`config.mk`:
```
export PLATFORM = sky130hd
export DESIGN_NAME = barcode_scan_ctrl
export DESIGN_NICKNAME = d
export VERILOG_FILES = /design/src/rtl/barcode_pkg.sv /design/src/rtl/ean13_cksum.sv /design/src/rtl/barcode_scan_ctrl.sv
export SDC_FILE = /design/constraint.sdc
export NUM_CORES = 1
export LEC_CHECK = 0
export ABC_AREA = 1
export BUFFER_PORTS_ARGS = -buffer_cell sky130_fd_sc_hd__buf_4
export CORE_MARGIN = 5
export CORE_UTILIZATION = 55
export CTS_CLUSTER_SIZE = 25
export DETAILED_ROUTE_END_ITERATION = 8
export PLACE_DENSITY = 0.85
export SLEW_MARGIN = 10
export SYNTH_ARGS = -nofsm -noshare
export SYNTH_HDL_FRONTEND = slang
export SYNTH_SLANG_ARGS = --single-unit
```
`constraint.sdc`:
```
create_clock -name clk -period 3.4 [get_ports clk]
set_clock_uncertainty 0.15 [all_clocks]
set_input_delay 0.17 -clock clk [delete_from_list [all_inputs] [get_ports clk]]
set_output_delay 0.17 -clock clk [all_outputs]
set_load 0.02 [all_outputs]
```
`src/rtl/barcode_pkg.sv`:
```
// Shared types and constants for the EAN-13 barcode scan controller.
// A code is 13 BCD digits; digit k occupies bits [4k+3:4k], digit 0 is printed first.
package barcode_pkg;

  localparam int N_DIGITS = 13;
  localparam int N_ROWS   = 4;

  typedef logic [3:0]              digit_t;
  typedef digit_t [N_DIGITS-1:0]   code_t;

  // True when every digit of the code is a legal BCD value (0..9).
  function automatic logic digits_valid(input code_t c);
    logic ok;
    ok = 1'b1;
    for (int k = 0; k < N_DIGITS; k++) begin
      ok = ok && (c[k] <= 4'd9);
    end
    return ok;
  endfunction

endpackage

```
`src/rtl/ean13_cksum.sv`:
```
// Combinational EAN-13 check-digit test.
// Weights digits 0,2,..,10 by 1 and 1,3,..,11 by 3, adds the check digit (12);
// the code passes when the total is a multiple of ten.
module ean13_cksum
  import barcode_pkg::*;
(
  input  code_t code,
  output logic  pass
);

  logic [5:0] odd_s;
  logic [5:0] even_s;
  logic [7:0] total_s;

  // Sum the two digit groups and test the weighted total modulo ten.
  always_comb begin
    odd_s  = 6'd0;
    even_s = 6'd0;
    for (int k = 0; k < 6; k++) begin
      odd_s  = odd_s  + {2'b00, code[2*k]};
      even_s = even_s + {2'b00, code[2*k+1]};
    end
    total_s = {2'b00, odd_s} + ({2'b00, even_s} * 8'd3) + {4'b0000, code[12]};
    pass    = ((total_s % 8'd10) == 8'd0);
  end

endmodule

```
`src/rtl/barcode_scan_ctrl.sv`:
```
// Frame-level sequencer for the threshold barcode scanner.
// Samples the scanner once per frame, confirms a code after CONFIRM_N identical
// good decodes, publishes it once over valid/ready, and rotates the scan row
// after MISS_LIMIT consecutive failed frames.
// Optional build macro: BARCODE_CKSUM_EN adds the EAN-13 checksum to the good test.
module barcode_scan_ctrl
  import barcode_pkg::*;
#(
  parameter logic [9:0] ROW0       = 10'd80,
  parameter logic [9:0] ROW1       = 10'd100,
  parameter logic [9:0] ROW2       = 10'd130,
  parameter logic [9:0] ROW3       = 10'd160,
  parameter int         MISS_LIMIT = 4,
  parameter int         CONFIRM_N  = 3
) (
  input  logic       clk,
  input  logic       rst,
  input  logic       frame_sync,
  input  logic       scan_en,
  input  code_t      scan_data,
  output logic [9:0] scan_row,
  output logic       out_valid,
  input  logic       out_ready,
  output code_t      out_data,
  output logic       busy_hold
);

  localparam logic [1:0] ST_IDLE    = 2'd0;
  localparam logic [1:0] ST_EVAL    = 2'd1;
  localparam logic [1:0] ST_PUBLISH = 2'd2;

  localparam logic [2:0] CONF_N    = 3'(CONFIRM_N);
  localparam logic [3:0] MISS_LAST = 4'(MISS_LIMIT - 1);

  logic [1:0] state_r;
  logic       samp_en_r;
  code_t      samp_data_r;
  logic [1:0] row_idx_r;
  logic [3:0] miss_cnt_r;
  logic [2:0] match_cnt_r;
  code_t      cand_r;
  code_t      last_pub_r;
  logic       pub_lock_r;
  logic [9:0] scan_row_r;
  logic       out_valid_r;
  code_t      out_data_r;
  logic       busy_hold_r;

  logic       good_s;
  code_t      cand_nxt_s;
  logic [2:0] match_nxt_s;
  logic [3:0] miss_nxt_s;
  logic [1:0] row_idx_nxt_s;
  logic [9:0] row_sel_s;
  logic       publish_s;

`ifdef BARCODE_CKSUM_EN
  logic cksum_pass_s;

  ean13_cksum u_cksum (
    .code (samp_data_r),
    .pass (cksum_pass_s)
  );

  assign good_s = samp_en_r && digits_valid(samp_data_r) && cksum_pass_s;
`else
  assign good_s = samp_en_r && digits_valid(samp_data_r);
`endif

  // Evaluate one sample: next candidate, match/miss counters, row and publish decision.
  always_comb begin
    cand_nxt_s    = cand_r;
    match_nxt_s   = match_cnt_r;
    miss_nxt_s    = miss_cnt_r;
    row_idx_nxt_s = row_idx_r;
    if (good_s) begin
      miss_nxt_s = 4'd0;
      if (samp_data_r == cand_r) begin
        if (match_cnt_r >= CONF_N) begin
          match_nxt_s = CONF_N;
        end else begin
          match_nxt_s = match_cnt_r + 3'd1;
        end
      end else begin
        cand_nxt_s  = samp_data_r;
        match_nxt_s = 3'd1;
      end
    end else begin
      match_nxt_s = 3'd0;
      if (miss_cnt_r >= MISS_LAST) begin
        miss_nxt_s    = 4'd0;
        row_idx_nxt_s = row_idx_r + 2'd1;
      end else begin
        miss_nxt_s = miss_cnt_r + 4'd1;
      end
    end
    // A code already published stays suppressed until a bad frame releases the lock.
    publish_s = (match_nxt_s == CONF_N) && !(pub_lock_r && (cand_nxt_s == last_pub_r));
  end

  // Map the next row index onto its configured scan row.
  always_comb begin
    case (row_idx_nxt_s)
      2'd0:    row_sel_s = ROW0;
      2'd1:    row_sel_s = ROW1;
      2'd2:    row_sel_s = ROW2;
      2'd3:    row_sel_s = ROW3;
      default: row_sel_s = ROW0;
    endcase
  end

  // Frame sequencer: sample, evaluate, then hold the published code until accepted.
  always_ff @(posedge clk) begin
    if (rst) begin
      state_r     <= ST_IDLE;
      samp_en_r   <= 1'b0;
      samp_data_r <= '0;
      row_idx_r   <= 2'd0;
      miss_cnt_r  <= 4'd0;
      match_cnt_r <= 3'd0;
      cand_r      <= '0;
      last_pub_r  <= '0;
      pub_lock_r  <= 1'b0;
      scan_row_r  <= ROW0;
      out_valid_r <= 1'b0;
      out_data_r  <= '0;
      busy_hold_r <= 1'b0;
    end else begin
      case (state_r)
        ST_IDLE: begin
          if (frame_sync) begin
            samp_en_r   <= scan_en;
            samp_data_r <= scan_data;
            state_r     <= ST_EVAL;
          end
        end
        ST_EVAL: begin
          cand_r      <= cand_nxt_s;
          match_cnt_r <= match_nxt_s;
          miss_cnt_r  <= miss_nxt_s;
          row_idx_r   <= row_idx_nxt_s;
          scan_row_r  <= row_sel_s;
          if (!good_s) begin
            pub_lock_r <= 1'b0;
          end
          if (publish_s) begin
            out_data_r  <= cand_nxt_s;
            out_valid_r <= 1'b1;
            busy_hold_r <= 1'b1;
            last_pub_r  <= cand_nxt_s;
            pub_lock_r  <= 1'b1;
            state_r     <= ST_PUBLISH;
          end else begin
            state_r <= ST_IDLE;
          end
        end
        ST_PUBLISH: begin
          // frame_sync is deliberately ignored here, including on the transfer cycle.
          if (out_ready) begin
            out_valid_r <= 1'b0;
            busy_hold_r <= 1'b0;
            match_cnt_r <= 3'd0;
            state_r     <= ST_IDLE;
          end
        end
        default: state_r <= ST_IDLE;
      endcase
    end
  end

  assign scan_row  = scan_row_r;
  assign out_valid = out_valid_r;
  assign out_data  = out_data_r;
  assign busy_hold = busy_hold_r;

endmodule

```
==> impl_results.md <==
* Worst-path clk slew at 0.07 ns
* Most common cell in the netlist: nand2_1
* TritonCTS buffer count at 17
* Mapped cell area at approximately 9200 sq um
* Max-cap violations at 0
* Status: finished, final reports clean
* Via/cell ratio at 5.62
* Hold Path Class: in -> reg
* Via Count at between 9000 and 10000
* Port bufs at 116
* Gate power share at 19.5%
* Total Routing Usage GR at 28.2%
* Wire per inst at roughly 16 um
* Core ar. at 16500 sq um
* RSZ-0062 raised after global routing: no
* Arrival @ worst endpoint at 3.42 ns
* Inst Count DP at between 1500 and 2000
* Hold Vio Cnt, Final at 0
* Drt pass-1 iters at 6
* Antenna violations before repair at 0
* Critical Path RT at 3.63 ns
* Initial DRC count at approximately 1100
* Max Slew Vio Count at 0
* Post CTS Setup Buffer Count at 0
* Synth area leader: dfxtp_1
* Synthesis-stage register bit count at 175
* ANT nets after route at 0
* Worst setup SP type: register
* Slew HR at 54.3%
* Worst-Skew Late Latency at 0.44 ns
* Syn Area/Cell at 6.70 sq um
* Global-route wire length before repair at 45.4 mm
* Max Root-Sink Buffers at 2
* Final setup TNS at 0 ns
* Netlist cell types at 28
* Placer Congestion at 0.918
* Multi-input gate area at 4880 sq um
* Synth area leaders: dfxtp_1 38%, nand2_1 14%, nor2_1 6.5%, a21oi_1 6.3%, o21ai_0 6.1%
* CP endpoint kind: register
* Total area of sequential cells at 3500 sq um
* Async SR Flop Fraction at 0%
* Post-synth EDFFs at 0
* HPWL after detailed placement at 18.4 mm
* Final net count at around 1600
* Fmax at between 300 and 400 MHz
* Min cycle time layout at 3.19 ns
* Period utilization at around 94%
* Die area at 19500 sq um
* Max FO, Critical Path at 69
* Sequential share of the synthesized area at ~38%
* Drc violations at 0
* Slew @ Worst Pin at 0.684 ns
* Post-route insts no fill at 1733
* Ys flop type: dfxtp_1
* Sequential share of power at between 40% and 50%
* Post-Synthesis Cells at 1378
* Leakage Power at 5.08 nW
* Hold WS at 0.0174 ns
* Initial Utilization at 55.8%
* WS Path Type: reg -> reg
* Final Util at 68.6%
* Sw Pwr at roughly 1.6 mW
* Io pins at 121
* Row cnt at 47
* Warnings from Yosys at 0
* Worst vdd ir at 0.428 mV
* N_diodes at 0
* Final Setup Violations at 0
* Synth top area share at 38.0%
* Vias in the first global route at approximately 9000
* Area Overhead vs Synth at 22.9%
* Pint at 3.67 mW
* Largest net degree at the start of global routing at 106
* # clock sinks at 175
* Clock share of power at 38.0%
* Total gr overflow at 0
* Routed wire length at 27.8 mm
* Chip width at about 140 um
* Clock root cell: clkbuf_16
* Sw frac at 30.1%
* Htree depth at 4
* Share of layout cells above drive strength 1 at 15.3%
* PD cells at 463 nW/um^2
* Commonest cells in the netlist: 346 x nand2_1, 175 x dfxtp_1, 159 x nor2_1, 116 x a21oi_1, 114 x inv_1
* CTS tree: built
* Filler instances at between 1000 and 1500
* Chip height at 140 um
placed cells by master, fill, tap and decap left out, drive strengths merged:
| master | instances |
|---|---|
| nor3 | 9 |
| conb | 4 |
| nand3b | 44 |
| nand3 | 102 |
| clkbuf | 17 |
| clkinvlp | 3 |
| xnor2 | 10 |
| o21ai | 119 |
| dlygate4sd3 | 54 |
| dfxtp | 175 |
| nand2 | 347 |
| xor2 | 18 |
| nand4 | 16 |
| bufinv | 3 |
| buf | 133 |
| o211ai | 1 |
| clkinv | 6 |
| nor2 | 161 |
| nor4 | 2 |
| inv | 120 |
| ha | 3 |
| a21oi | 166 |
routing by layer:
layer | up-vias | share of wire (%) | global-route usage (%)
met1 | 4424 | 41 | 37.4
met4 | 0 | 3.5 | 11.6
met5 | - | 0 | 0
met2 | 529 | 46 | 45.5
li1 | 4711 | - | -
met3 | 83 | 9.3 | 5.28
final cells by class:
| class | count | area share [%] |
|---|---|---|
| repair buffers | 187 | 14.4 |
| clock buffers | 17 | 3.75 |
| inverters | 118 | 3.93 |
| multi-input cells | 1002 | 43.1 |
| well taps | 220 | 2.43 |
| clock inverters | 14 | 1.48 |
| flip-flops and latches | 175 | 30.9 |
power groups by stage:
stage	combinational (mW)	sequential, mW	clock [mW]
after global routing	1.13	2.24	2.10
final	1.02	2.23	2.00
after floorplan	0.662	2.26	0
after detailed placement	0.931	2.27	0
after CTS	0.989	2.23	2.01
after global placement	0.915	2.27	0
flip-flops by register name, indices dropped and copies added (netlist names):
name / cells
row_idx_r: 1
samp_en_r: 1
out_data: 52
scan_row: 6
pub_lock_r: 1
miss_cnt_r: 4
samp_data_r: 52
cand_r: 52
match_cnt_r: 3
state_r: 2
busy_hold: 1
critical path, stage by stage, from the launching register on:
cell	delay, ns
dfxtp_1	0.35
nor2_1	0.13
nor2_1	0.05
nor2_1	0.14
nand2_1	0.11
nor2_4	0.14
buf_4	0.38
nand3b_1	0.20
nand3b_1	0.13
nand2_1	0.07
nor2_1	0.19
nand2_1	0.08
nor2_1	0.11
nand2_1	0.08
nor2_1	0.18
nand2_4	0.08
buf_12	0.23
nand3_1	0.13
nand2_1	0.06
nor2_1	0.10
stage by stage:
step / cell area (sq um) / setup WS [ns] / power (mW)
final: 11300 / 0.207 / 5.25
after global routing: 11300 / 0.00914 / 5.47
after CTS: 11300 / 0.175 / 5.23
after detailed placement: 10200 / 0.243 / 3.20
after global placement: 10200 / 0.299 / 3.18
after floorplan: 9240 / 0.956 / 2.92
timing repair:
action | in CTS | in global routing
hold endpoints to repair | 65 | 0
endpoints found under the setup margin | 0 | 55
hold buffers | 54 | 0
gates resized for setup | 0 | 5
worst paths after layout:
check | cells past startpoint | slack [ns] | end | start
worst min-delay path | 3 | 0.02 | samp_data_r[11] | scan_data[11]
worst min register to register | 2 | 0.30 | miss_cnt_r[3] | miss_cnt_r[3]
worst max register to register | 19 | 0.21 | out_data[13] | samp_data_r[1]
worst max-delay path | 19 | 0.21 | out_data[13] | samp_data_r[1]
cell families (layout without fill, tap and decap cells):
logic type / count (synthesis) / in the layout / share of synthesized area, %
simple gates: 681 / 681 / 31.6
compound gates: 286 / 286 / 17.7
buf+inv: 204 / 336 / 9.60
flops: 175 / 175 / 38.0
xor+xnor: 28 / 28 / 2.66
fa+ha+maj: 3 / 3 / 0.407
other cells: 1 / 4 / 0.0406
No activity file was read; power rests on OpenSTA's default activity.
